## config.mk

```make
export PLATFORM = sky130hd
export DESIGN_NAME = display_scan_controller_flat
export DESIGN_NICKNAME = d
export VERILOG_FILES = /design/src/rtl/display_scan_controller_pkg.sv /design/src/rtl/display_scan_controller_if.sv /design/src/rtl/display_scan_controller_decoder.sv /design/src/rtl/display_scan_controller.sv /design/src/flat_wrapper.sv
export SDC_FILE = /design/constraint.sdc
export NUM_CORES = 1
export LEC_CHECK = 0
export ABC_CLOCK_PERIOD_IN_PS = 3630
export BUFFER_PORTS_ARGS = -buffer_cell sky130_fd_sc_hd__buf_2
export CORE_UTILIZATION = 50
export CTS_CLUSTER_DIAMETER = 60
export DETAILED_ROUTE_END_ITERATION = 10
export GPL_TIMING_DRIVEN = 0
export PLACE_DENSITY = 0.78
export SLEW_MARGIN = 20
export SYNTH_ARGS = -nofsm -noshare
export SYNTH_HDL_FRONTEND = slang
export SYNTH_SLANG_ARGS = --single-unit
```

## constraint.sdc

```tcl
create_clock -name clk -period 3.63 [get_ports clk]
set_input_delay 0.5445 -clock clk [delete_from_list [all_inputs] [get_ports clk]]
set_output_delay 0.5445 -clock clk [all_outputs]
set_load 0.02 [all_outputs]
```

## src/rtl/display_scan_controller_pkg.sv

```systemverilog
// Shared types and constants for the display scan controller slice.
package display_pkg;

  // Active-low pattern with every segment dark.
  localparam logic [6:0] SEG_BLANK = 7'b1111111;

  // One entry of the digit register bank.
  typedef struct packed {
    logic [2:0] value;
    logic       dp;
  } digit_t;

  // Per-slot scan phase.
  typedef enum logic {
    BLANK = 1'b0,
    SHOW  = 1'b1
  } scan_state_e;

endpackage

```

## src/rtl/display_scan_controller_if.sv

```systemverilog
// Write/commit bus between the game/status logic and the scan controller.
interface display_scan_controller_if;

  logic       wr_en;
  logic [2:0] wr_addr;
  logic [2:0] wr_data;
  logic       wr_dp;
  logic       commit;
  logic       commit_ack;

  // Producer of digit values.
  modport master (
    output wr_en,
    output wr_addr,
    output wr_data,
    output wr_dp,
    output commit,
    input  commit_ack
  );

  // The scan controller.
  modport slave (
    input  wr_en,
    input  wr_addr,
    input  wr_data,
    input  wr_dp,
    input  commit,
    output commit_ack
  );

endinterface

```

## src/rtl/display_scan_controller_decoder.sv

```systemverilog
// Shared 3-bit value to active-low seven-segment decoder, {a,b,c,d,e,f,g}.
module digit_decoder
  import display_pkg::*;
(
  input  logic [2:0] value,
  input  logic       dp,
  output logic [6:0] seg_n
);

  // Glyph table; a disabled digit or value 0 stays dark.
  always_comb begin
    seg_n = SEG_BLANK;
    if (dp) begin
      case (value)
        3'b000:  seg_n = SEG_BLANK;   // blank
        3'b001:  seg_n = 7'b0000110;  // '3'
        3'b010:  seg_n = 7'b0010010;  // '2'
        3'b011:  seg_n = 7'b1001111;  // '1'
        3'b100:  seg_n = 7'b0000001;  // '0'
        3'b101:  seg_n = 7'b0110000;  // 'E'
        3'b110:  seg_n = 7'b0011000;  // 'P'
        3'b111:  seg_n = 7'b1111110;  // '-'
        default: seg_n = SEG_BLANK;
      endcase
    end
  end

endmodule

```

## src/rtl/display_scan_controller.sv

```systemverilog
// Time-multiplexed scan controller: double-buffered digit bank, slot/digit
// counters, blank/show FSM and registered segment/anode outputs.
module display_scan_controller
  import display_pkg::*;
#(
  parameter int NUM_DIGITS   = 4,
  parameter int SCAN_DIV     = 1000,
  parameter int BLANK_CYCLES = 8
) (
  input  logic                      clk,
  input  logic                      reset,
  display_scan_controller_if.slave  bus,
  output logic                      frame_tick,
  output logic [6:0]                seg_n,
  output logic [NUM_DIGITS-1:0]     dig_n
);

  localparam int CNT_W = $clog2(SCAN_DIV);
  localparam int IDX_W = $clog2(NUM_DIGITS);

  logic [CNT_W-1:0]      cnt_q, cnt_d;
  logic [IDX_W-1:0]      idx_q, idx_d;
  scan_state_e           state_q, state_d;
  digit_t                shadow_q [NUM_DIGITS];
  digit_t                shadow_d [NUM_DIGITS];
  digit_t                active_q [NUM_DIGITS];
  digit_t                active_d [NUM_DIGITS];
  logic                  pending_q, pending_d;
  logic [6:0]            seg_q, seg_d;
  logic [NUM_DIGITS-1:0] dig_q, dig_d;
  logic                  commit_ack_q, commit_ack_d;
  logic                  frame_tick_q, frame_tick_d;

  logic                  cnt_wrap;
  logic                  idx_wrap;
  logic                  boundary;
  logic                  do_copy;
  logic                  wr_hit;
  digit_t                cur_digit;
  logic [6:0]            dec_seg;

  assign cur_digit = active_q[idx_q];

  digit_decoder u_dec (
    .value (cur_digit.value),
    .dp    (cur_digit.dp),
    .seg_n (dec_seg)
  );

  // Slot counter, digit index and the blank/show phase of the next cycle.
  always_comb begin
    cnt_wrap = (cnt_q == CNT_W'(SCAN_DIV - 1));
    idx_wrap = (idx_q == IDX_W'(NUM_DIGITS - 1));
    boundary = cnt_wrap & idx_wrap;
    cnt_d    = cnt_q + 1'b1;
    idx_d    = idx_q;
    if (cnt_wrap) begin
      cnt_d = '0;
      idx_d = idx_wrap ? '0 : idx_q + 1'b1;
    end
    state_d = (cnt_d < CNT_W'(BLANK_CYCLES)) ? BLANK : SHOW;
  end

  // Shadow writes and the frame-boundary copy into the active bank.
  // The copy reads shadow_q, so a same-edge write only reaches shadow.
  always_comb begin
    wr_hit    = bus.wr_en && (32'(bus.wr_addr) < NUM_DIGITS);
    do_copy   = boundary && (pending_q || bus.commit);
    shadow_d  = shadow_q;
    active_d  = active_q;
    pending_d = (pending_q || bus.commit) && !boundary;
    if (wr_hit) begin
      shadow_d[IDX_W'(bus.wr_addr)] = '{value: bus.wr_data, dp: bus.wr_dp};
    end
    if (do_copy) begin
      active_d = shadow_q;
    end
  end

  // Output decode from the current phase; registered below.
  always_comb begin
    seg_d        = SEG_BLANK;
    dig_d        = '1;
    commit_ack_d = do_copy;
    frame_tick_d = boundary;
    if (state_q == SHOW) begin
      seg_d = dec_seg;
      dig_d = ~(NUM_DIGITS'(1) << idx_q);
    end
  end

  // State and output registers.
  always_ff @(posedge clk) begin
    if (reset) begin
      cnt_q        <= '0;
      idx_q        <= '0;
      state_q      <= BLANK;
      shadow_q     <= '{default: '0};
      active_q     <= '{default: '0};
      pending_q    <= 1'b0;
      seg_q        <= SEG_BLANK;
      dig_q        <= '1;
      commit_ack_q <= 1'b0;
      frame_tick_q <= 1'b0;
    end else begin
      cnt_q        <= cnt_d;
      idx_q        <= idx_d;
      state_q      <= state_d;
      shadow_q     <= shadow_d;
      active_q     <= active_d;
      pending_q    <= pending_d;
      seg_q        <= seg_d;
      dig_q        <= dig_d;
      commit_ack_q <= commit_ack_d;
      frame_tick_q <= frame_tick_d;
    end
  end

  assign seg_n          = seg_q;
  assign dig_n          = dig_q;
  assign frame_tick     = frame_tick_q;
  assign bus.commit_ack = commit_ack_q;

endmodule
```

## src/flat_wrapper.sv

```systemverilog
// flat-port wrapper written by rule: the top's interface ports become plain ports
module display_scan_controller_flat import display_pkg::*;
#(
  parameter int NUM_DIGITS   = 4,
  parameter int SCAN_DIV     = 1000,
  parameter int BLANK_CYCLES = 8
)
  (clk, reset, frame_tick, seg_n, dig_n, bus_wr_en, bus_wr_addr, bus_wr_data, bus_wr_dp, bus_commit, bus_commit_ack);
  display_scan_controller_if bus_i ();
  input  logic clk;
  input  logic reset;
  output logic frame_tick;
  output logic [6:0] seg_n;
  output logic [NUM_DIGITS-1:0] dig_n;
  input wire logic [$bits(bus_i.wr_en)-1:0] bus_wr_en;
  input wire logic [$bits(bus_i.wr_addr)-1:0] bus_wr_addr;
  input wire logic [$bits(bus_i.wr_data)-1:0] bus_wr_data;
  input wire logic [$bits(bus_i.wr_dp)-1:0] bus_wr_dp;
  input wire logic [$bits(bus_i.commit)-1:0] bus_commit;
  output wire logic [$bits(bus_i.commit_ack)-1:0] bus_commit_ack;
  assign bus_i.wr_en = bus_wr_en;
  assign bus_i.wr_addr = bus_wr_addr;
  assign bus_i.wr_data = bus_wr_data;
  assign bus_i.wr_dp = bus_wr_dp;
  assign bus_i.commit = bus_commit;
  assign bus_commit_ack = bus_i.commit_ack;
  display_scan_controller #(.NUM_DIGITS(NUM_DIGITS), .SCAN_DIV(SCAN_DIV), .BLANK_CYCLES(BLANK_CYCLES)) u_core (.clk(clk), .reset(reset), .bus(bus_i), .frame_tick(frame_tick), .seg_n(seg_n), .dig_n(dig_n));
endmodule
```

Word-level counts from Yosys, hierarchy flattened:

Memory sizes are Yosys's and may differ from the RTL's. A register that Yosys moved wholly into a read port is not among the register bits.
Index checks and enable logic that the tools add are counted.

* flip-flop bits (word level): 52
* bits in latches: 0
* RAM bits: 0
* memory bits (read-only): 56
* output and inout bits: 13
* word-level logic and storage cells: 57
* memories: 1

* add/subtract/negate cells: 2
* multiply operators: 0
* div/mod/pow operators: 0
* $lt $le $gt $ge: 5
* eq/ne operators: 2
* shift operators: 1
* multiplexer cells: 9
* bitwise logic cells: 6
* reductions and logical operators: 8

Memories
* (no name shown): depth 8, width 7, rd ports 1, clocked after Yosys merged registers in 1, write ports 0, RTL line display_scan_controller_decoder.sv:14 `case (value)`

Operators by type and width (number)
* $bwmux 16: 1
* $mux 4: 3
* $add 10x1->10 const B: 1
* $eq 10x10->1 const B: 1
* $lt 10x4->1 const B: 1
* $mux 10: 1
* $bmux 4 s2: 1
* $demux 4 s2: 1
* $ge 3x3->1 const B: 2
* $not 2->3: 2
* $logic_and 1x1->1: 4
* $not 4->4: 1
* $shl 1x2->4 const A: 1
* $lt 3x1->1 const B: 1
* $lt 3x3->1 const B: 1
* $reduce_or 3->1: 1
* $add 2x1->2 const B: 1
* $eq 2x2->1 const B: 1
* $mux 2: 1
* $not 1->1: 2
* $reduce_or 2->1: 1
* $and 1x1->1: 1
* $logic_not 1->1: 1
* $logic_or 1x1->1: 1
* $mux 1: 1

Logic depth before layout (Yosys ltp):

* word-level depth: 6
* gate-level depth with buffers: 8
* mapped depth without buffers: 6

By module:

From an unflattened synthesis, not the netlist that was laid out.

* cell total of the unflattened synthesis: 266
* area, all modules: 2532.4 sq um

Modules (own cells, without submodules)
* display_scan_controller: instances 1, cells each 247, area each 2392.3 sq um
* digit_decoder: instances 1, cells each 19, area each 140.1 sq um

Worst setup path after synthesis:

OpenSTA, ideal clock, no wires.

* path type: reg2reg
* start: register u_core.idx_q[1]
* end: register u_core.seg_q[0], in the netlist u_core.seg_n[0]
* data arrival time: 1652 ps
* path slack: 1921 ps
* stages on the path, launching flop included: 7
* path buffers: 1
* cell sequence: dfxtp_1 > buf_2 > mux4_2 > inv_1 > ha_1 > o21ai_1 > a21o_1

* word-level cells in the longest chain between the ends: 6

RTL lines
* from (decl): RTL line display_scan_controller.sv:22 `logic [IDX_W-1:0] idx_q, idx_d;`
* from (signal assigned): RTL line display_scan_controller.sv:107 `idx_q <= idx_d;`
* $not 2->3 (not written as such) (*): RTL line display_scan_controller.sv:42 `assign cur_digit = active_q[idx_q];`
* $bmux 4 s2 (*): RTL line display_scan_controller.sv:42
* $mux 4 (not written as such) (*) (2 in a row): RTL line display_scan_controller.sv:42
* $not 1->1 (no source line)
* $reduce_or 3->1 (no source line)
* to (decl): RTL line display_scan_controller.sv:29 `logic [6:0] seg_q, seg_d;`

Mark *: on every way between the ends. The rest lies on a longest branch, timed or not. The select of a mux whose other input is x is not followed.
A chain may end at the register's enable or synchronous reset.

Worst setup path after layout:

* start: register u_core.idx_q[1]
* end: register u_core.seg_q[6], in the netlist u_core.seg_n[6]

Same word-level chain as after synthesis.

==> results.cfg <==
[pwr]
p_leak_nw = 1.07
ir_drop_uv = 203
power.density_nw_per_um2 = 446
finalPower_mw = 1.24

[setup_path]
critPathKind = flop to flop
crit_fanout = 6
cp.arrival_ps = 2170
crit_start = u_core.idx_q[1]
path_cells = buf_2, mux4_2, inv_1, ha_1, o21ai_1, a21o_1
cp-start-kind = flop
max_stage_delay_ps = 560
worstPathRequired_ps = 3920
end_kind = flop
critPathSlowestCell = mux4_2
reg2reg_from = u_core.idx_q[1]

[final_layout]
fill_cells = 384
drive_above_1_share = 0.186
area_delta_synth_final_pct = 14.9
diodes = 0
postLayoutCoreUtil = 0.616
nNetsFinal = 305

[sta]
finalHoldViolations = 0
layout_min_cycle_time_ps = 1880
rsz0062_at_grt = no
finalClockSkew_ps = 5.66
setup_violations = 0
slew_violations = 0
slew_headroom = 0.670
tightest_slew_ps = 495
fin_crit_sh = 0.519
setup_tns_ps = 0
fmax_mhz = 531

[route]
drc_errors = 0
wl_per_cell_um = 12.5
wl_met2_um = 1910
vias = 1784
m1WireLength_um = 2080
first_pass_iters = 4
wl_met3_um = 157
postRouteAntennaNets = 0
vias_per_cell = 5.22
routed_wl_um = 4270
drt_iter0_markers = 65
highest_layer = met4

[clocking]
clock_sinks = 59
hold_buffers = 0
cts_tree = done
clk_latency_ps = 340
cts.repair.resized = 0
cts_buffers = 9
clockBufferDepth = 2
path_clk_slew_ps = 60
h-tree-depth = 3
cts_root_buf = clkbuf_8
cts_setup_buffers = 0

[floorplanning]
die_area_um2 = 5120
fp.dieH_um = 71.5
initial_core_util = 0.537
core_area_um2 = 4500
std_cell_rows = 24
num_io_pins = 24
fp.dieW_um = 71.5

[job]
cap_violations = 0

[run_status]
status = complete, no violations

[grt]
antenna_found_initial = 0
grt_pass1_wl_um = 7370
grt.overflow.total = 0
grt_pass1_vias = 1674
grt_usage = 0.192
grt_max_degree = 11

[logic_synthesis]
yosysSeqAreaShare = 0.489
synth.cells.most_frequent = dfxtp_1, nand2_1, nor2_1
synth.most_common_cell = dfxtp_1
synth_top_cell_by_area = dfxtp_1
syn_area_um2 = 2420
ys_warn_count = 0
syn_area_per_cell_um2 = 9.59
synth_cell_types = 39
synth_area_leaders = dfxtp_1, mux2i_1, nand2_1, nor2_1, ha_1
synth_edf_count = 0
syn_nets = 271
syn_inst = 252
ys_seq_elements = 59
synth_flop_cell = dfxtp_1
synth.top_cell.area_share = 0.489
async_flop_share = 0

[placed_design]
io_buffer_count = 23
gp_congestion = 0.858
dp_hpwl_um = 3030

[worst_hold_path]
hp-start = u_core.shadow_q[3]
min_path_type = flop to flop
-- cell type report --
cell class                 count  area [um^2]  share of cell area
buffer                        14         76.3              0.0275
clock buffer                  13          169              0.0608
clock inverter                 2         10.0             0.00361
inverter                       5         18.8             0.00676
multi-input combinational    174         1140               0.411
sequential                    59         1180               0.425
tap                           52         65.1              0.0234
timing repair buffer          23          115              0.0415
-- per-layer routing --
| layer | vias to the layer above | global-route usage |
|---|---|---|
| met5 | - | 0 |
| met1 | 802 | 0.245 |
| li1 | 929 | - |
| met2 | 38 | 0.284 |
| met3 | 15 | 0.0520 |
| met4 | 0 | 0.131 |
-- sequential cells by signal, indices dropped and copies added, names as in the netlist --
signal,count
u_core.active_q,16
u_core.shadow_q,16
u_core.cnt_q,10
u_core.seg_n,7
u_core.dig_n,4
u_core.idx_q,2
u_core.bus.commit_ack,1
u_core.frame_tick,1
u_core.pending_q,1
u_core.state_q,1
-- cell families after synthesis --
family / synth area share
adders and majority gates: 0.0414
AOI/OAI and AO/OA: 0.101
buffers and inverters: 0.0393
DFF: 0.489
muxes: 0.116
and+or+nand+nor: 0.184
xor gates and xnor gates: 0.0290
-- worst max-delay path: cells and delay by family, from the launching register on --
kind	cells	cell delay, ps
flip-flops	1	350
adder cells (fa/ha/maj)	1	240
multiplexers	1	560
AO/OA/AOI/OAI	2	330
buffers and inverters	2	340
-- report_power, final --
part	leakage [nW]	internal, mW	switching, mW
Combinational	0.498	0.0154	0.0269
Clock	0.0953	0.297	0.239
Sequential	0.477	0.655	0.00512
-- cells in the final DEF, fill, tap and decap left out, types with 4 or more instances in the layout --
master,n
inv_1,4
nand4_1,5
clkbuf_8,12
mux2i_1,18
mux4_2,4
buf_2,27
nor2b_1,4
nor2_1,30
ha_1,8
clkbuf_1,7
xor2_1,5
a21oi_1,19
nand2_1,30
dfxtp_1,59
o21ai_0,18
-- worst paths after layout --
| path | depth (start not counted) | end | slack [ps] |
|---|---|---|---|
| hold / removal | 2 | u_core.active_q[3] | 450 |
| setup reg to reg | 6 | u_core.seg_n[6] | 1750 |
| hold reg to reg | 2 | u_core.active_q[3] | 450 |
| setup / recovery | 6 | u_core.seg_n[6] | 1750 |
-- metrics by stage --
stage	worst slack [ps]	instances	cell area, um^2	hold WS [ps]
6_report	1750	342	2780	454
5_1_grt	1620	342	2780	458
4_1_cts	1730	342	2780	455
3_5_place_dp	1740	327	2600	449
3_3_place_gp	1790	327	2600	440
2_1_floorplan	1920	252	2420	429
Note: power is estimated with default switching activity, not from simulation.
